==> src/rtl/compound_accum_sink.sv <==
// compound_accum_sink
//   Consumer of the compound message stream. Write messages load or add x
//   into a 32-bit accumulator and bump a saturating write counter. A read
//   message snapshots the accumulator and returns it on a blocking result
//   port; no further messages are accepted until that result is taken.
//
// Ports
//   clk, rst        clock; asynchronous active-high reset
//   b_in            message {mode, x, y}
//   b_in_sync       producer has a valid message on b_in
//   b_in_notify     block ready to accept a message (registered)
//   res_out         accumulator snapshot for a read message
//   res_out_sync    downstream ready to take res_out
//   res_out_notify  res_out valid (registered)
//   acc_out         current accumulator value
//   wr_cnt_out      number of accepted writes, saturating at all-ones
//   sat_flag        (ACC_SAT_EN only) sticky saturation indicator
//
// Build option
//   ACC_SAT_EN  when defined, the y = 1 addition is signed-saturating and the
//               sat_flag output is present.

package compound_accum_pkg;
    // Encodings other than MODE_READ are handled as writes.
    typedef enum logic [1:0] {
        MODE_WRITE = 2'd0,
        MODE_READ  = 2'd1
    } mode_t;

    typedef struct packed {
        mode_t       mode;
        logic [31:0] x;
        logic        y;
    } compound_type_t;
endpackage

module compound_accum_sink
    import compound_accum_pkg::*;
#(
    parameter int unsigned CNT_W = 8
) (
    input  logic                 clk,
    input  logic                 rst,
    input  compound_type_t       b_in,
    input  logic                 b_in_sync,
    output logic                 b_in_notify,
    output logic [31:0]          res_out,
    input  logic                 res_out_sync,
    output logic                 res_out_notify,
    output logic [31:0]          acc_out,
    output logic [CNT_W-1:0]     wr_cnt_out
`ifdef ACC_SAT_EN
    ,
    output logic                 sat_flag
`endif
);

    typedef enum logic {
        SECTION_RX = 1'b0,
        SECTION_TX = 1'b1
    } section_t;

    section_t          section_q, section_d;
    logic [31:0]       acc_q, acc_d;
    logic [CNT_W-1:0]  wr_cnt_q, wr_cnt_d;
    logic [31:0]       res_q, res_d;
    logic [31:0]       sum;

`ifdef ACC_SAT_EN
    logic sat_q, sat_d;
    logic pos_ovf, neg_ovf;
`endif

    assign sum = acc_q + b_in.x;

`ifdef ACC_SAT_EN
    // Signed overflow: operands share a sign and the result sign differs.
    assign pos_ovf = !acc_q[31] && !b_in.x[31] &&  sum[31];
    assign neg_ovf =  acc_q[31] &&  b_in.x[31] && !sum[31];
`endif

    always_comb begin
        section_d = section_q;
        acc_d     = acc_q;
        wr_cnt_d  = wr_cnt_q;
        res_d     = res_q;
`ifdef ACC_SAT_EN
        sat_d     = sat_q;
`endif
        unique case (section_q)
            SECTION_RX: begin
                if (b_in_sync) begin
                    if (b_in.mode == MODE_READ) begin
                        res_d     = acc_q;
                        section_d = SECTION_TX;
                    end else begin
                        if (b_in.y) begin
`ifdef ACC_SAT_EN
                            if (pos_ovf) begin
                                acc_d = 32'h7FFF_FFFF;
                                sat_d = 1'b1;
                            end else if (neg_ovf) begin
                                acc_d = 32'h8000_0000;
                                sat_d = 1'b1;
                            end else begin
                                acc_d = sum;
                            end
`else
                            acc_d = sum;
`endif
                        end else begin
                            acc_d = b_in.x;
`ifdef ACC_SAT_EN
                            sat_d = 1'b0;
`endif
                        end
                        if (wr_cnt_q != '1) begin
                            wr_cnt_d = wr_cnt_q + CNT_W'(1);
                        end
                    end
                end
            end
            SECTION_TX: begin
                if (res_out_sync) begin
                    section_d = SECTION_RX;
                end
            end
            default: section_d = SECTION_RX;
        endcase
    end

    always_ff @(posedge clk or posedge rst) begin
        if (rst) begin
            section_q <= SECTION_RX;
            acc_q     <= '0;
            wr_cnt_q  <= '0;
            res_q     <= '0;
`ifdef ACC_SAT_EN
            sat_q     <= 1'b0;
`endif
        end else begin
            section_q <= section_d;
            acc_q     <= acc_d;
            wr_cnt_q  <= wr_cnt_d;
            res_q     <= res_d;
`ifdef ACC_SAT_EN
            sat_q     <= sat_d;
`endif
        end
    end

    // Handshake outputs decode straight from the section register.
    assign b_in_notify    = (section_q == SECTION_RX);
    assign res_out_notify = (section_q == SECTION_TX);
    assign res_out        = res_q;
    assign acc_out        = acc_q;
    assign wr_cnt_out     = wr_cnt_q;
`ifdef ACC_SAT_EN
    assign sat_flag       = sat_q;
`endif

endmodule

==> config.mk <==
export PLATFORM = sky130hd
export DESIGN_NAME = compound_accum_sink
export DESIGN_NICKNAME = d
export VERILOG_FILES = /design/src/rtl/compound_accum_sink.sv
export SDC_FILE = /design/constraint.sdc
export NUM_CORES = 1
export LEC_CHECK = 0
export ABC_AREA = 1
export ABC_CLOCK_PERIOD_IN_PS = 3500
export CORE_MARGIN = 3
export CORE_UTILIZATION = 50
export DETAILED_ROUTE_END_ITERATION = 10
export DONT_BUFFER_PORTS = 1
export PLACE_DENSITY = 0.69
export SYNTH_ARGS = -nofsm -noshare
export SYNTH_HDL_FRONTEND = slang
export SYNTH_SLANG_ARGS = --single-unit
==> constraint.sdc <==
create_clock -name clk -period 3.5 [get_ports clk]
set_clock_uncertainty 0.15 [all_clocks]
set_input_delay 0.875 -clock clk [delete_from_list [all_inputs] [get_ports clk]]
set_output_delay 0.875 -clock clk [all_outputs]
set_load 0.01 [all_outputs]
# [Yosys cells after proc, flatten, opt, wreduce, memory -nomap -nowiden]
# Index checks and enable logic that the tools add are counted.
[word_totals] reg_bits=73 output_inout_bits=74
[op_classes] add_sub_neg=2 n_eq_ne=2 muxes=5 bitwise=2 reduce_logical=3
[op_table] operator="adder 32 bit" count=1
[op_table] operator="two-way mux 32 bit" count=1
[op_table] operator="adder 8 x 1 -> 8 bit (second input constant)" count=1
[op_table] operator="inequality test 8 bit (second input constant)" count=1
[op_table] operator="AND reduction 3 bit" count=2
[op_table] operator="AND reduction 4 bit" count=1
[op_table] operator="two-way mux 1 bit" count=3
[op_table] operator="equality test 2 x 1 -> 1 bit (second input constant)" count=1
[op_table] operator="inverter 1 bit" count=2
[op_table] operator="case mux 1 bit (2 select lines)" count=1

# [Depth between registers and ports, before layout]
[depth] word_depth=4 mapped_depth=13 mapped_depth_nobuf=13

# [Least setup slack after synthesis]
# Ideal clock, no wire load.
[synth_path] kind="input to register" start="input b_in[1] in the netlist's numbering" end="register acc_q[16] (netlist: acc_out[16])" setup_time_ns=0.123 t_arrival_ns=2.272 path_slack_ns=0.955 path_stages=12 path_cell_list="ha_1 fa_1 nand3_1 nand3_1 nand2_1 nand3_1 nand3_1 nand2_1 nand2_1 nand2_1 o21ai_0 nand2_1"
[synth_between] elab_chain_cells=2
[synth_rtl] item="from (decl)" line="44" text="input compound_type_t b_in,"
[synth_rtl] item="adder 32 bit" line="74" text="assign sum = acc_q + b_in.x;"
[synth_rtl] item="two-way mux 32 bit" line="97" text="if (b_in.y) begin"
[synth_rtl] item="to (signal assigned)" line="135" text="acc_q <= '0;"
[synth_rtl] item="to (signal assigned)" line="143" text="acc_q <= acc_d;"
[synth_rtl] item="to (decl)" line="64" text="logic [31:0] acc_q, acc_d;"
# Every way passes these cells.
# A chain may end at the register's enable or synchronous reset.

# [Final worst setup path]
[layout_path] start="input b_in[1] in the netlist's numbering" end="register acc_q[10] (netlist: acc_out[10])"
# The elaborated chain is that of the path after synthesis.

==> impl_metrics.ini <==
[power]
p_leak_nw = 3.33
total_power_w = 0.00391
cellPowerDensity_nw_per_um2 = 679
ir_drop_mv = 0.302

[timing]
grt_setup_unrepaired = false
hold_viol_final = 0
hold_ws_ns = 0.218
finalCriticalPeriod_ns = 2.40
slew_violations = 0
setup_viol = 0
worstMarginPinSlew_ns = 0.875
fin_crit_sh_pct = 68.4
max_freq_mhz = 417
slew-limit-headroom_pct = 41.4
fin_setup_tns_ns = 0

[route]
drc_errors = 0
vias = 4976
first_pass_iters = 5
drtAntennaViolNets = 0
routed_wl_mm = 14.9
routed_via_density = 5.14
drt_iter0_drc = 389
wl_per_cell_um = 15.3

[clock_network]
clk_path_buf_depth = 2
cts_tree = done
cts_buffers = 9
cts_hold_buf = 0
cts_sinks = 73
clock_insertion_delay_worst_skew_ns = 0.36
htree_levels = 3
cts_setup_buffers = 0
root_buffer = clkbuf_8
ctsResizeCount = 0
clk_pin_slew_worst_paths_ns = 0.09

[setup_path]
worst-path-max-fanout = 4
critPathKind = primary input to flip-flop
reg2reg_to = acc_out[10]
critPathArrivalTime_ns = 2.49
worst_r2r_path_depth = 9
required_ns = 3.59
end_kind = flip-flop
r2r_setup_slack_ns = 1.13
worst_setup_path_start_kind = primary input
r2r-start = acc_out[0]

[layout]
nFillCells = 1070
finish.utilization_pct = 55.1
nets = 900
multi_input_comb_area_um2 = 3040
drive_gt1_share_pct = 6.36
antenna_cells = 0
ff_latch_area_um2 = 1830
syn2layout_area_growth_pct = 5.86

[logic_synthesis]
yosysWarnings = 0
syn_nets = 900
syn_area_um2 = 5450
yosysSeqAreaShare_pct = 33.5
synth_cells = 828
synth_cell_type_count = 34
synth-edff-count = 0
ys.flop_type = dfrtp_1
ys_seq_elements = 73
async_reset_ff_share_pct = 100
syn_avg_cell_area_um2 = 6.58

[grt]
antenna_found_initial = 0
grt_max_degree = 50
gr-total-overflow = 0
track_usage_pct = 24.9
grt_pass1_vias = 4736
grt_pass1_wl_mm = 23.3

[floorplan]
rows = 37
die_w_um = 110
start_util_pct = 52.1
pin_count = 113
die-area_um2 = 12200
core-area_um2 = 10500
die_y_um = 110

[place]
port_buffers = 0
place_congestion = 0.861
hpwlAfterDp_mm = 11.8

[run_status]
status = complete, no violations

[flow_run]
drv_cap = 0

[min_path]
hp-class = primary input to asynchronous set/reset pin
-- final cells by class --
class                           count  area share (%)
Sequential cell                    73            31.7
Tap cell                          136            2.95
Clock buffer                        9            2.15
Timing Repair Buffer                5           0.651
Multi-Input combinational cell    601            52.6
Inverter                          138            9.00
Clock inverter                      7           0.954
-- metrics by stage --
step           area, µm²  setup slack [ns]  instances
6_report            5770              1.10        969
5_1_grt             5770             0.967        969
4_1_cts             5770              1.15        969
3_5_place_dp        5590             0.761        953
3_3_place_gp        5590             0.800        953
2_1_floorplan       5450             0.622        828
-- worst max-delay path, cell delays in order --
cell and delay [ns]:
ha_1 0.21, fa_1 0.44, nand2_1 0.11, nand3_1 0.17, nand2_1 0.11, nand2_1 0.15, xor2_1 0.18, o21ai_0 0.14
o21ai_0 0.10
-- cell families (layout without fill, tap and decap cells) --
kind of cell	after synthesis	count (layout)	synth area share, %
XOR/XNOR	17	17	2.73
buffers and inverters	154	159	10.8
adder cells (fa/ha/maj)	33	33	7.72
multiplexers	22	22	4.55
flip-flops	73	73	33.5
AO/OA/AOI/OAI	71	71	7.07
AND/OR/NAND/NOR	458	458	33.6
-- cells in the final DEF (no fill, tap or decap), types with 4 or more instances in the layout --
cell type	count
nand2_2	4
o21ai_0	28
clkbuf_8	9
xnor2_1	6
ha_1	32
nand3_1	45
nor2_1	93
inv_1	135
buf_4	5
nand2_1	306
mux2_2	22
a21oi_1	27
dfrtp_1	73
xor2_1	11
-- power breakdown --
group          internal (W)  total, W  switching, W  leakage (nW)
combinational      0.000642   0.00173       0.00109          2.35
clock              0.000262  0.000627      0.000365        0.0858
sequential          0.00113   0.00156      0.000425         0.891
total               0.00204   0.00391       0.00188          3.33
-- metal layers --
layer | global-route usage, % | wire length, µm | up-vias
li1 | - | - | 2540
met4 | 6.07 | 213 | 0
met5 | 0 | 0 | -
met2 | 37.4 | 6340 | 169
met3 | 5.53 | 1210 | 15
met1 | 36.3 | 7090 | 2252
-- worst max path at each step --
stage	start	end	cells after the start
finish	b_in[1]	acc_out[10]	9
global route	acc_out[0]	acc_out[28]	12
CTS	b_in[1]	acc_out[16]	12
detailed placement	b_in[1]	acc_out[28]	12
global placement	b_in[1]	acc_out[28]	12
floorplan	rst	acc_out[0]	1
-- state kept, by name, summed over array words and instances, names as in the netlist --
name,count
res_out,32
wr_cnt_out,8
acc_out,32
res_out_notify,1
-- cells in the mapped netlist, types with 3 or more instances --
| cell | count | share of area [%] |
|---|---|---|
| nand3_1 | 45 | 4.1 |
| nand2_2 | 4 | 0.46 |
| xor2_1 | 11 | 1.8 |
| clkbuf_1 | 8 | 0.55 |
| mux2_2 | 22 | 4.5 |
| ha_1 | 32 | 7.3 |
| a21oi_1 | 27 | 2.5 |
| buf_2 | 7 | 0.64 |
| dfrtp_1 | 73 | 34 |
| nand2_1 | 306 | 21 |
| o22ai_1 | 3 | 0.34 |
| a22oi_1 | 3 | 0.41 |
| inv_1 | 136 | 9.4 |
| xnor2_1 | 6 | 0.96 |
| nor2_1 | 93 | 6.4 |
| o21ai_0 | 28 | 2.6 |
Note: power is estimated with default switching activity, not from simulation.
